==> src/rtl/ysyx_25030093_pkg.sv <==
// -----------------------------------------------------------------------------
// ysyx_25030093_pkg
// Shared definitions for the IDU issue stage:
//   - issue_state_e : skid-buffer occupancy encoding (EMPTY / ONE / FULL)
//   - issue_w()     : packed bundle width, SEL_W + 5*DATA_W
//   - FLD_* / fld_lsb() : field positions inside the packed bundle.
//     Packing order (MSB..LSB): alu_single, alu_data1, alu_data2, rs2, csr, pc
// -----------------------------------------------------------------------------
package ysyx_25030093_pkg;

    typedef enum logic [1:0] {
        ST_EMPTY = 2'd0,
        ST_ONE   = 2'd1,
        ST_FULL  = 2'd2
    } issue_state_e;

    // Field indices; each DATA_W-wide field sits at index*DATA_W,
    // alu_single occupies the top SEL_W bits starting at 5*DATA_W.
    localparam int unsigned FLD_PC  = 32'd0;
    localparam int unsigned FLD_CSR = 32'd1;
    localparam int unsigned FLD_RS2 = 32'd2;
    localparam int unsigned FLD_D2  = 32'd3;
    localparam int unsigned FLD_D1  = 32'd4;
    localparam int unsigned FLD_SEL = 32'd5;

    function automatic int unsigned issue_w(input int unsigned sel_w,
                                            input int unsigned data_w);
        return sel_w + 32'd5 * data_w;
    endfunction

    function automatic int unsigned fld_lsb(input int unsigned fld,
                                            input int unsigned data_w);
        return fld * data_w;
    endfunction

endpackage

==> src/rtl/ysyx_25030093_pipe_reg.sv <==
// -----------------------------------------------------------------------------
// ysyx_25030093_pipe_reg
// Plain W-bit register with load enable and asynchronous active-low clear.
//   clk_i  : clock
//   rst_ni : async reset, active-low, clears q_o to 0
//   ld_i   : load d_i on the rising edge when 1
//   d_i    : next value
//   q_o    : registered value
// -----------------------------------------------------------------------------
module ysyx_25030093_pipe_reg #(
    parameter int unsigned W = 32'd1
) (
    input  logic         clk_i,
    input  logic         rst_ni,
    input  logic         ld_i,
    input  logic [W-1:0] d_i,
    output logic [W-1:0] q_o
);

    // Storage with load enable; holds value otherwise.
    always_ff @(posedge clk_i or negedge rst_ni) begin
        if (!rst_ni) begin
            q_o <= '0;
        end else if (ld_i) begin
            q_o <= d_i;
        end else begin
            q_o <= q_o;
        end
    end

endmodule

==> src/rtl/ysyx_25030093_idu_issue.sv <==
// -----------------------------------------------------------------------------
// ysyx_25030093_idu_issue
// IDU->EXU issue stage built as a 2-entry skid buffer. in_ready and out_valid
// are registered from next-state, so out_ready never reaches in_ready
// combinationally.
//   clk, rst (async, active-low), flush (sync discard of buffered bundles)
//   in_valid / in_ready / in_* : decode-side bundle handshake
//   out_valid / out_ready / out_* : EXU-side bundle handshake (head = MAIN)
//   issue_cnt : out transfers, stall_cnt : cycles with out_valid & !out_ready
// -----------------------------------------------------------------------------
module ysyx_25030093_idu_issue
    import ysyx_25030093_pkg::*;
#(
    parameter int unsigned DATA_W = 32'd32,
    parameter int unsigned SEL_W  = 32'd5,
    parameter int unsigned CNT_W  = 32'd32
) (
    input  logic              clk,
    input  logic              rst,
    input  logic              flush,
    input  logic              in_valid,
    output logic              in_ready,
    input  logic [SEL_W-1:0]  in_alu_single,
    input  logic [DATA_W-1:0] in_alu_data1,
    input  logic [DATA_W-1:0] in_alu_data2,
    input  logic [DATA_W-1:0] in_rs2_data,
    input  logic [DATA_W-1:0] in_csr_data,
    input  logic [DATA_W-1:0] in_pc,
    output logic              out_valid,
    input  logic              out_ready,
    output logic [SEL_W-1:0]  out_alu_single,
    output logic [DATA_W-1:0] out_alu_data1,
    output logic [DATA_W-1:0] out_alu_data2,
    output logic [DATA_W-1:0] out_rs2_data,
    output logic [DATA_W-1:0] out_csr_data,
    output logic [DATA_W-1:0] out_pc,
    output logic [CNT_W-1:0]  issue_cnt,
    output logic [CNT_W-1:0]  stall_cnt
);

    localparam int unsigned IW      = issue_w(SEL_W, DATA_W);
    localparam int unsigned OFF_PC  = fld_lsb(FLD_PC,  DATA_W);
    localparam int unsigned OFF_CSR = fld_lsb(FLD_CSR, DATA_W);
    localparam int unsigned OFF_RS2 = fld_lsb(FLD_RS2, DATA_W);
    localparam int unsigned OFF_D2  = fld_lsb(FLD_D2,  DATA_W);
    localparam int unsigned OFF_D1  = fld_lsb(FLD_D1,  DATA_W);
    localparam int unsigned OFF_SEL = fld_lsb(FLD_SEL, DATA_W);

    issue_state_e      state_q, state_d;
    logic              out_valid_q, in_ready_q;
    logic [CNT_W-1:0]  issue_cnt_q, stall_cnt_q;

    logic              in_fire_s, out_fire_s;
    logic              main_ld_s, main_from_skid_s, skid_ld_s;
    logic [IW-1:0]     in_bundle_s, main_d_s, main_q_s, skid_q_s;

    assign in_fire_s   = in_valid & in_ready_q;
    assign out_fire_s  = out_valid_q & out_ready;
    assign in_bundle_s = {in_alu_single, in_alu_data1, in_alu_data2,
                          in_rs2_data, in_csr_data, in_pc};
    // FULL drains into MAIN from SKID; every other MAIN load takes the input.
    assign main_d_s    = main_from_skid_s ? skid_q_s : in_bundle_s;

    // Next-state and register-load decode for the skid buffer.
    always_comb begin
        state_d          = state_q;
        main_ld_s        = 1'b0;
        main_from_skid_s = 1'b0;
        skid_ld_s        = 1'b0;
        if (flush) begin
            // Flush wins: any in_fire this cycle is dropped.
            state_d = ST_EMPTY;
        end else begin
            case (state_q)
                ST_EMPTY: begin
                    if (in_fire_s) begin
                        state_d   = ST_ONE;
                        main_ld_s = 1'b1;
                    end else begin
                        state_d = ST_EMPTY;
                    end
                end
                ST_ONE: begin
                    case ({in_fire_s, out_fire_s})
                        2'b10: begin
                            state_d   = ST_FULL;
                            skid_ld_s = 1'b1;
                        end
                        2'b01: state_d = ST_EMPTY;
                        2'b11: begin
                            state_d   = ST_ONE;
                            main_ld_s = 1'b1;
                        end
                        default: state_d = ST_ONE;
                    endcase
                end
                ST_FULL: begin
                    // in_ready is low here, so no in_fire to consider.
                    if (out_fire_s) begin
                        state_d          = ST_ONE;
                        main_ld_s        = 1'b1;
                        main_from_skid_s = 1'b1;
                    end else begin
                        state_d = ST_FULL;
                    end
                end
                default: state_d = ST_EMPTY;
            endcase
        end
    end

    // State, registered handshake outputs and performance counters.
    always_ff @(posedge clk or negedge rst) begin
        if (!rst) begin
            state_q     <= ST_EMPTY;
            out_valid_q <= 1'b0;
            in_ready_q  <= 1'b1;
            issue_cnt_q <= '0;
            stall_cnt_q <= '0;
        end else begin
            state_q     <= state_d;
            out_valid_q <= (state_d != ST_EMPTY);
            in_ready_q  <= (state_d != ST_FULL);
            // An out_fire coincident with flush was still seen by EXU.
            if (out_fire_s) begin
                issue_cnt_q <= issue_cnt_q + {{(CNT_W-1){1'b0}}, 1'b1};
            end else begin
                issue_cnt_q <= issue_cnt_q;
            end
            if (out_valid_q && !out_ready) begin
                stall_cnt_q <= stall_cnt_q + {{(CNT_W-1){1'b0}}, 1'b1};
            end else begin
                stall_cnt_q <= stall_cnt_q;
            end
        end
    end

    ysyx_25030093_pipe_reg #(.W(IW)) u_main (
        .clk_i  (clk),
        .rst_ni (rst),
        .ld_i   (main_ld_s),
        .d_i    (main_d_s),
        .q_o    (main_q_s)
    );

    ysyx_25030093_pipe_reg #(.W(IW)) u_skid (
        .clk_i  (clk),
        .rst_ni (rst),
        .ld_i   (skid_ld_s),
        .d_i    (in_bundle_s),
        .q_o    (skid_q_s)
    );

    assign out_valid      = out_valid_q;
    assign in_ready       = in_ready_q;
    assign issue_cnt      = issue_cnt_q;
    assign stall_cnt      = stall_cnt_q;
    assign out_alu_single = main_q_s[OFF_SEL +: SEL_W];
    assign out_alu_data1  = main_q_s[OFF_D1  +: DATA_W];
    assign out_alu_data2  = main_q_s[OFF_D2  +: DATA_W];
    assign out_rs2_data   = main_q_s[OFF_RS2 +: DATA_W];
    assign out_csr_data   = main_q_s[OFF_CSR +: DATA_W];
    assign out_pc         = main_q_s[OFF_PC  +: DATA_W];

endmodule

==> config.mk <==
export PLATFORM = sky130hd
export DESIGN_NAME = ysyx_25030093_idu_issue
export DESIGN_NICKNAME = d
export VERILOG_FILES = /design/src/rtl/ysyx_25030093_pkg.sv /design/src/rtl/ysyx_25030093_pipe_reg.sv /design/src/rtl/ysyx_25030093_idu_issue.sv
export SDC_FILE = /design/constraint.sdc
export NUM_CORES = 1
export LEC_CHECK = 0
export ABC_AREA = 1
export BUFFER_PORTS_ARGS = -buffer_cell sky130_fd_sc_hd__buf_2
export CAP_MARGIN = 20
export CORE_MARGIN = 4
export CORE_UTILIZATION = 50
export DETAILED_ROUTE_END_ITERATION = 8
export MAX_ROUTING_LAYER = met4
export PLACE_DENSITY = 0.75
export RECOVER_POWER = 25
export SYNTH_ARGS = -nofsm -noshare
export SYNTH_HDL_FRONTEND = slang
export SYNTH_SLANG_ARGS = --single-unit
export TNS_END_PERCENT = 50
==> constraint.sdc <==
create_clock -name clk -period 2 [get_ports clk]
set_clock_uncertainty 0.2 [all_clocks]
set_input_delay 0.3 -clock clk [delete_from_list [all_inputs] [get_ports clk]]
set_output_delay 0.3 -clock clk [all_outputs]
set_load 0.1 [all_outputs]
==> flow_summary.toml, run 1 <==
[placed_design]
place_ws_ns = -0.02712
dp_cells = 2826
port_buffers = 400
routabilityCongestion = 0.9633
placed_area_sq_um = 20130
hpwl_mm = 32.40

[detailed_routing]
post_drt_wl_per_cell_um = 17.19
drc_errors = 0
vias_per_cell = 5.292
postRouteAntennaNets = 0
drt_iter0_markers = 1395
drt-pass1-iter-count = 6
vias = 16350
totalWireLength_mm = 53.13

[critical_path]
startpoint = "out_ready"
critPathLaunchType = "input port"
cp_max_fo = 51
reg2reg_from = "out_valid"
crit_type = "input port to flop"
critPathArrivalTime_ns = 2.25
worstSetupEndpointType = "flop"
worst_ep_required_time_ns = 2.18

[pwr]
seqPwrFrac_pct = 37.2
power_frac_comb_pct = 38.3
power_switching_mw = 14.45
intPower_mw = 17.35
p_per_area_nw_per_um2 = 1334
leakage_nw = 12.68
swShare_pct = 45.43
peakVddDrop_mv = 1.144
p_clk_share_pct = 24.5

[clock_tree]
clock-sinks = 398
clockRootBuffer = "clkbuf_16"
tritoncts = "built"
cts_made_buffers = 42
clockBufferDepth = 3
clk_pin_slew_ns = 0.06
h-tree-depth = 2
clkLatencyLatePin_ns = 0.52

[finish]
areaGrowthSynthToFinish_pct = 38.21
final_util_pct = 70.55
final_area_sq_um = 23830
fin_cells = 3090
finalNetCount = 2785
drive_gt1_share_pct = 24.27

[yosys]
ys_seq_elements = 398
postSynthCellCount = 2024
yosys_warnings = 0
syn_area_sq_um = 17250
synth_flop_cell = "dfrtp_1"
synth_fp_nets = 2198
yosysUniqueCellTypes = 28
synth_edf_count = 0
synthArstFlopShare_pct = 100.0
syn_avg_cell_area_sq_um = 8.520
ys_seq_area_share_pct = 57.76

[floorplanning]
dieWidth_um = 193.7
io_pins = 401
dieArea_sq_um = 37530
row_count = 67
coreArea_sq_um = 33780
start_util_pct = 51.05
die_y_um = 193.7

[sta]
fmax_ghz = 0.4829
finalCritPeriodShare_pct = 103.5
hold_violations = 0
max-slew-margin-rel_pct = 37.67
whs_ns = 0.07954
finalSetupViolCount = 20
min_period_ns = 2.071
worst_pin_slew_ns = 0.9349
setup_ws_ns = -0.07083
slew_violations = 0
rsz0062_at_grt = "true"

[outcome]
status = "complete, but fails checks"
violations = "negative setup slack"

[grt]
grt_use_met3_pct = 4.414
grt_pass1_wl_mm = 82.21
track_usage_pct = 26.81
use_met1_pct = 33.63
grt_pass1_vias = 16090
antenna_found_initial = 1
met2_usage_pct = 43.62
grt_overflow = 0
grt_max_degree = 63
busiest_layer = "met2"

[hold_path]
holdCritPathClass = "input port to async pin"

[flow_run]
drv_cap = 0
[critical path: stages]
cell and delay, ns:
dlygate4sd3_1 0.52, buf_2 0.15, nand2_4 0.09, inv_4 0.08, buf_4 0.12, nand3_4 0.14, buf_12 0.22, buf_6 0.17
o21ai_0 0.31, o21ai_1 0.12
[stage by stage]
| stage | setup TNS, ns | total power, mW |
|---|---|---|
| final | -0.3341 | 31.79 |
| after global routing | -5.113 | 33.14 |
| after CTS | 0 | 31.42 |
| after detailed placement | -0.3661 | 23.33 |
| after global placement | 0 | 23.02 |
| after floorplan | -16.76 | 20.84 |
[final timing paths]
check	slack [ns]	depth (start not counted)	end
setup / recovery	-0.07	10	u_main.q_o[109]
hold / removal	0.08	2	u_main.q_o[11]
setup reg to reg	-0.03	9	u_main.q_o[109]
hold reg to reg	0.28	2	u_skid.q_o[54]
max in group asynchronous	0.22	3	stall_cnt[2]
min in group clk	0.18	7	in_ready
[synthesized netlist by cell type, types with 11 or more instances]
library cell / n / share of area [%]
inv_1: 211 / 4.6
buf_6: 11 / 0.72
nor3_1: 11 / 0.32
o21ai_1: 121 / 3.5
nand2_1: 614 / 13
xor2_1: 24 / 1.2
clkbuf_1: 59 / 1.3
dfrtp_1: 397 / 58
nand3_1: 40 / 1.2
nand4_1: 13 / 0.47
o21ai_0: 374 / 11
nor2_1: 59 / 1.3
xnor2_1: 22 / 1.1
buf_2: 29 / 0.84
[layout make-up]
cell class                      instances  area, sq um
Clock inverter                         16        166.4
Clock buffer                           58         1212
Timing Repair inverter                  2        22.52
Sequential cell                       398        10010
Inverter                              213        830.8
Tap cell                              448        560.5
Multi-Input combinational cell       1305         6187
Timing Repair Buffer                  649         4837
Fill cell                            2333         9950
Antenna cell                            1        2.502
[repair_timing]
action                                  in CTS  in global routing
resized for setup                            4                134
hold buffers                               168                  0
cloned                                       1                 16
setup buffers                                1                  3
endpoints found under the setup margin      37                283
pin swaps                                    1                  3
hold endpoints to repair                   721                  0
[sequential cells by signal, indices dropped and copies added, names as in the netlist]
signal	flops
u_skid.q_o	165
u_main.q_o	165
issue_cnt	32
in_ready	1
state_q	2
out_valid	1
stall_cnt	32
[logic make-up after synthesis]
family	Yosys count	share of synthesized area, %
buffers and inverters	322	7.756
AOI/OAI and AO/OA	496	14.39
and+or+nand+nor	758	17.46
xor gates and xnor gates	46	2.336
adders and majority gates	4	0.2902
DFF	398	57.76
[power by group through the flow]
stage          clock (mW)  sequential [mW]  combinational, mW
2_1_floorplan           0             18.6               2.27
3_3_place_gp            0             11.7               11.3
3_5_place_dp            0             11.8               11.5
4_1_cts              7.89             11.7               11.8
5_1_grt              8.27             12.0               12.8
6_report             7.78             11.8               12.2
[placed cells by master (no fill, tap or decap), types with 2 or more instances in the layout]
| cell type | Yosys | routed |
|---|---|---|
| nor3_1 | 11 | 11 |
| clkbuf_8 | 0 | 8 |
| buf_2 | 29 | 398 |
| dlygate4sd3_1 | 0 | 168 |
| ha_4 | 0 | 2 |
| clkinv_2 | 0 | 9 |
| buf_4 | 1 | 25 |
| bufinv_16 | 0 | 3 |
| nand3_1 | 40 | 39 |
| clkbuf_1 | 59 | 12 |
| buf_6 | 11 | 15 |
| xnor2_1 | 22 | 22 |
| clkbuf_16 | 0 | 52 |
| clkbuf_2 | 5 | 3 |
| nand2_4 | 0 | 9 |
| o21ai_0 | 374 | 316 |
| clkinvlp_4 | 0 | 3 |
| o21ai_1 | 121 | 167 |
| inv_1 | 211 | 210 |
| nor2_2 | 7 | 6 |
| nand4_1 | 13 | 13 |
| dfrtp_2 | 0 | 37 |
| o21ai_2 | 0 | 11 |
| nor2_1 | 59 | 58 |
| nand2_1 | 614 | 588 |
| inv_8 | 0 | 2 |
| dfrtp_1 | 397 | 359 |
| nor2_4 | 0 | 2 |
| inv_4 | 0 | 2 |
| ha_1 | 4 | 2 |
| nand3b_1 | 8 | 8 |
| nand2_2 | 1 | 18 |
| xor2_1 | 24 | 24 |
| buf_12 | 0 | 18 |
| nand3_4 | 0 | 2 |
| buf_16 | 0 | 6 |
[metal layers]
layer | wire length [um] | part of all wire, %
met1 | 20670 | 39
met2 | 26260 | 49
met3 | 3924 | 7.4
met4 | 2278 | 4.3
met5 | 0 | 0
(Power assumes the default switching activity.)
==> inputs of run 2 (changes only) <==
Settings changed: CELL_PAD_IN_SITES_DETAIL_PLACEMENT set to 1, CELL_PAD_IN_SITES_GLOBAL_PLACEMENT set to 2, CORE_UTILIZATION 50 to 32, PLACE_DENSITY 0.75 to not set, PLACE_DENSITY_LB_ADDON set to 0.1.
==> flow_summary.toml, run 2 (same netlist as run 1, synthesis figures left out) <==
[placed_design]
port_buffers = 400
hpwl_mm = 40.93
dp_cells = 3084
routabilityCongestion = 0.7995
place_ws_ns = -0.04197

[sta]
max-slew-margin-rel_pct = 36.12
slew_violations = 0
min_period_ns = 2.045
rsz0062_at_grt = "true"
worst_pin_slew_ns = 0.9566
fmax_ghz = 0.4890
setup_ws_ns = -0.04507
finalSetupViolCount = 98
finalCritPeriodShare_pct = 102.3
hold_violations = 0

[floorplanning]
dieArea_sq_um = 57670
start_util_pct = 32.56
row_count = 84
coreArea_sq_um = 52970
die_y_um = 240.1
dieWidth_um = 240.1
io_pins = 401

[detailed_routing]
totalWireLength_mm = 61.83
vias = 15840
vias_per_cell = 4.708
drt-pass1-iter-count = 5
drc_errors = 0
drt_iter0_markers = 786
postRouteAntennaNets = 0
post_drt_wl_per_cell_um = 18.38

[clock_tree]
clkLatencyLatePin_ns = 0.56
cts_made_buffers = 48
clockRootBuffer = "clkbuf_16"
h-tree-depth = 2
clockBufferDepth = 3
clock-sinks = 398
tritoncts = "built"
clk_pin_slew_ns = 0.06

[critical_path]
worst_path_max_delay_cell = "dfstp_4"
worstReg2RegEnd = "u_skid.q_o[138]"
crit_type = "flop to flop"
r2r_cells = 10
cp_common_cell = "nand2_4"
worstSetupEndpointType = "flop"
reg2reg_from = "in_ready"
reg2reg_slack_ns = -0.05
slowest_delay_ns = 0.62
worstPathCellList = "nand2_4, inv_4, ha_4, nand2_4, nor2_4, buf_12, inv_16, clkbuf_16, nand2_1, o21ai_0"
critPathLaunchType = "flop"
startpoint = "in_ready"
cp_max_fo = 14
endpoint = "u_skid.q_o[138]"
critPathArrivalTime_ns = 2.28
worst_ep_required_time_ns = 2.23

[pwr]
leakage_nw = 12.96
power_mw = 32.45
peakVddDrop_mv = 0.7929
p_per_area_nw_per_um2 = 1314

[finish]
finalNetCount = 2818
fin_cells = 3364
mostFrequentLayoutCells = "600 x nand2_1, 385 x buf_2, 359 x dfrtp_1, 302 x o21ai_0, 208 x inv_1"
final_common_cell = "nand2_1"
reg_top3 = "u_main.q_o (165), u_skid.q_o (165)"
drive_gt1_share_pct = 24.49
areaGrowthSynthToFinish_pct = 43.15
final_util_pct = 46.60

[outcome]
violations = "negative setup slack"
status = "complete, but fails checks"

[grt]
antenna_found_initial = 1
track_usage_pct = 20.62
grt_pass1_wl_mm = 92.50
grt_overflow = 0
grt_pass1_vias = 16350
grt_max_degree = 51

[flow_run]
drv_cap = 0

[hold_path]
holdCritPathClass = "input port to flop"
## run 2: changes by cell type in the layout (fill, tap and decap cells not counted), moves of 7 or more
| cell | delta |
|---|---|
| buf_2 | -13 |
| buf_4 | +24 |
| clkbuf_1 | +8 |
| clkbuf_16 | +12 |
| nand2_1 | +12 |
| nand2_2 | -7 |
| o21ai_0 | -14 |
| o21ai_1 | +18 |
## run 2: final cells by class
cell class                      instances  area [sq um]
Multi-Input combinational cell       1306          6137
Timing Repair Buffer                  672          5283
Antenna cell                            1         2.502
Clock inverter                          6         55.05
Clock buffer                           75          1434
Fill cell                            6207         28280
Timing Repair inverter                  5         67.56
Tap cell                              688         860.8
Inverter                              213         832.0
Sequential cell                       398         10010
## run 2: worst max-delay path: cells and delay by family, from the launching register on
family / cells / cell delay, ns
AND/OR/NAND/NOR: 4 / 0.28
AO/OA/AOI/OAI: 1 / 0.07
flip-flops: 1 / 0.62
buffers and inverters: 4 / 0.58
adder cells (fa/ha/maj): 1 / 0.15
## run 2: metrics by stage
stage	area (sq um)	hold slack [ns]	TNS (ns)
3_3_place_gp	20660	0.05121	-0.02302
6_report	24690	0.02422	-1.901
4_1_cts	23980	0.02808	-1.987
2_1_floorplan	17620	-0.1956	-16.76
3_5_place_dp	20660	0.05548	-1.193
5_1_grt	24690	0.03281	-18.34
## run 2: repair_timing
item / CTS / global route
buffers inserted: 1 / 2
gates cloned: 3 / 25
endpoints found under the hold margin: 633 / 0
hold buffers: 167 / 0
resized for setup: 40 / 119
pin swaps: 1 / 2
setup endpoints to repair: 245 / 308
## run 2: how the worst min path moves through the flow
stage	start	endpoint	slack, ns	cells after the start
2_1_floorplan	rst	issue_cnt[0]	-0.20	0
3_3_place_gp	rst	stall_cnt[28]	0.05	1
3_5_place_dp	rst	stall_cnt[28]	0.06	1
4_1_cts	rst	stall_cnt[28]	0.03	2
5_1_grt	rst	stall_cnt[28]	0.03	2
6_report	out_ready	stall_cnt[0]	0.02	4
## run 2: routing by layer
metal / vias up / global-route usage (%) / wire [um] / part of all wire, %
met1: 7758 / 27.28 / 28020 / 45
li1: 7689 / - / - / -
met4: 0 / 5.771 / 1515 / 2.5
met3: 81 / 3.338 / 2611 / 4.2
met2: 311 / 33.12 / 29680 / 48
met5: - / - / 0 / 0
## run 2: report_power, final
group	total (mW)	leakage (nW)	internal, mW	switching, mW
clock network	8.38	0.734	5.00	3.38
registers	11.8	4.99	10.4	1.42
logic	12.3	7.24	2.44	9.86
total	32.4	13.0	17.8	14.7
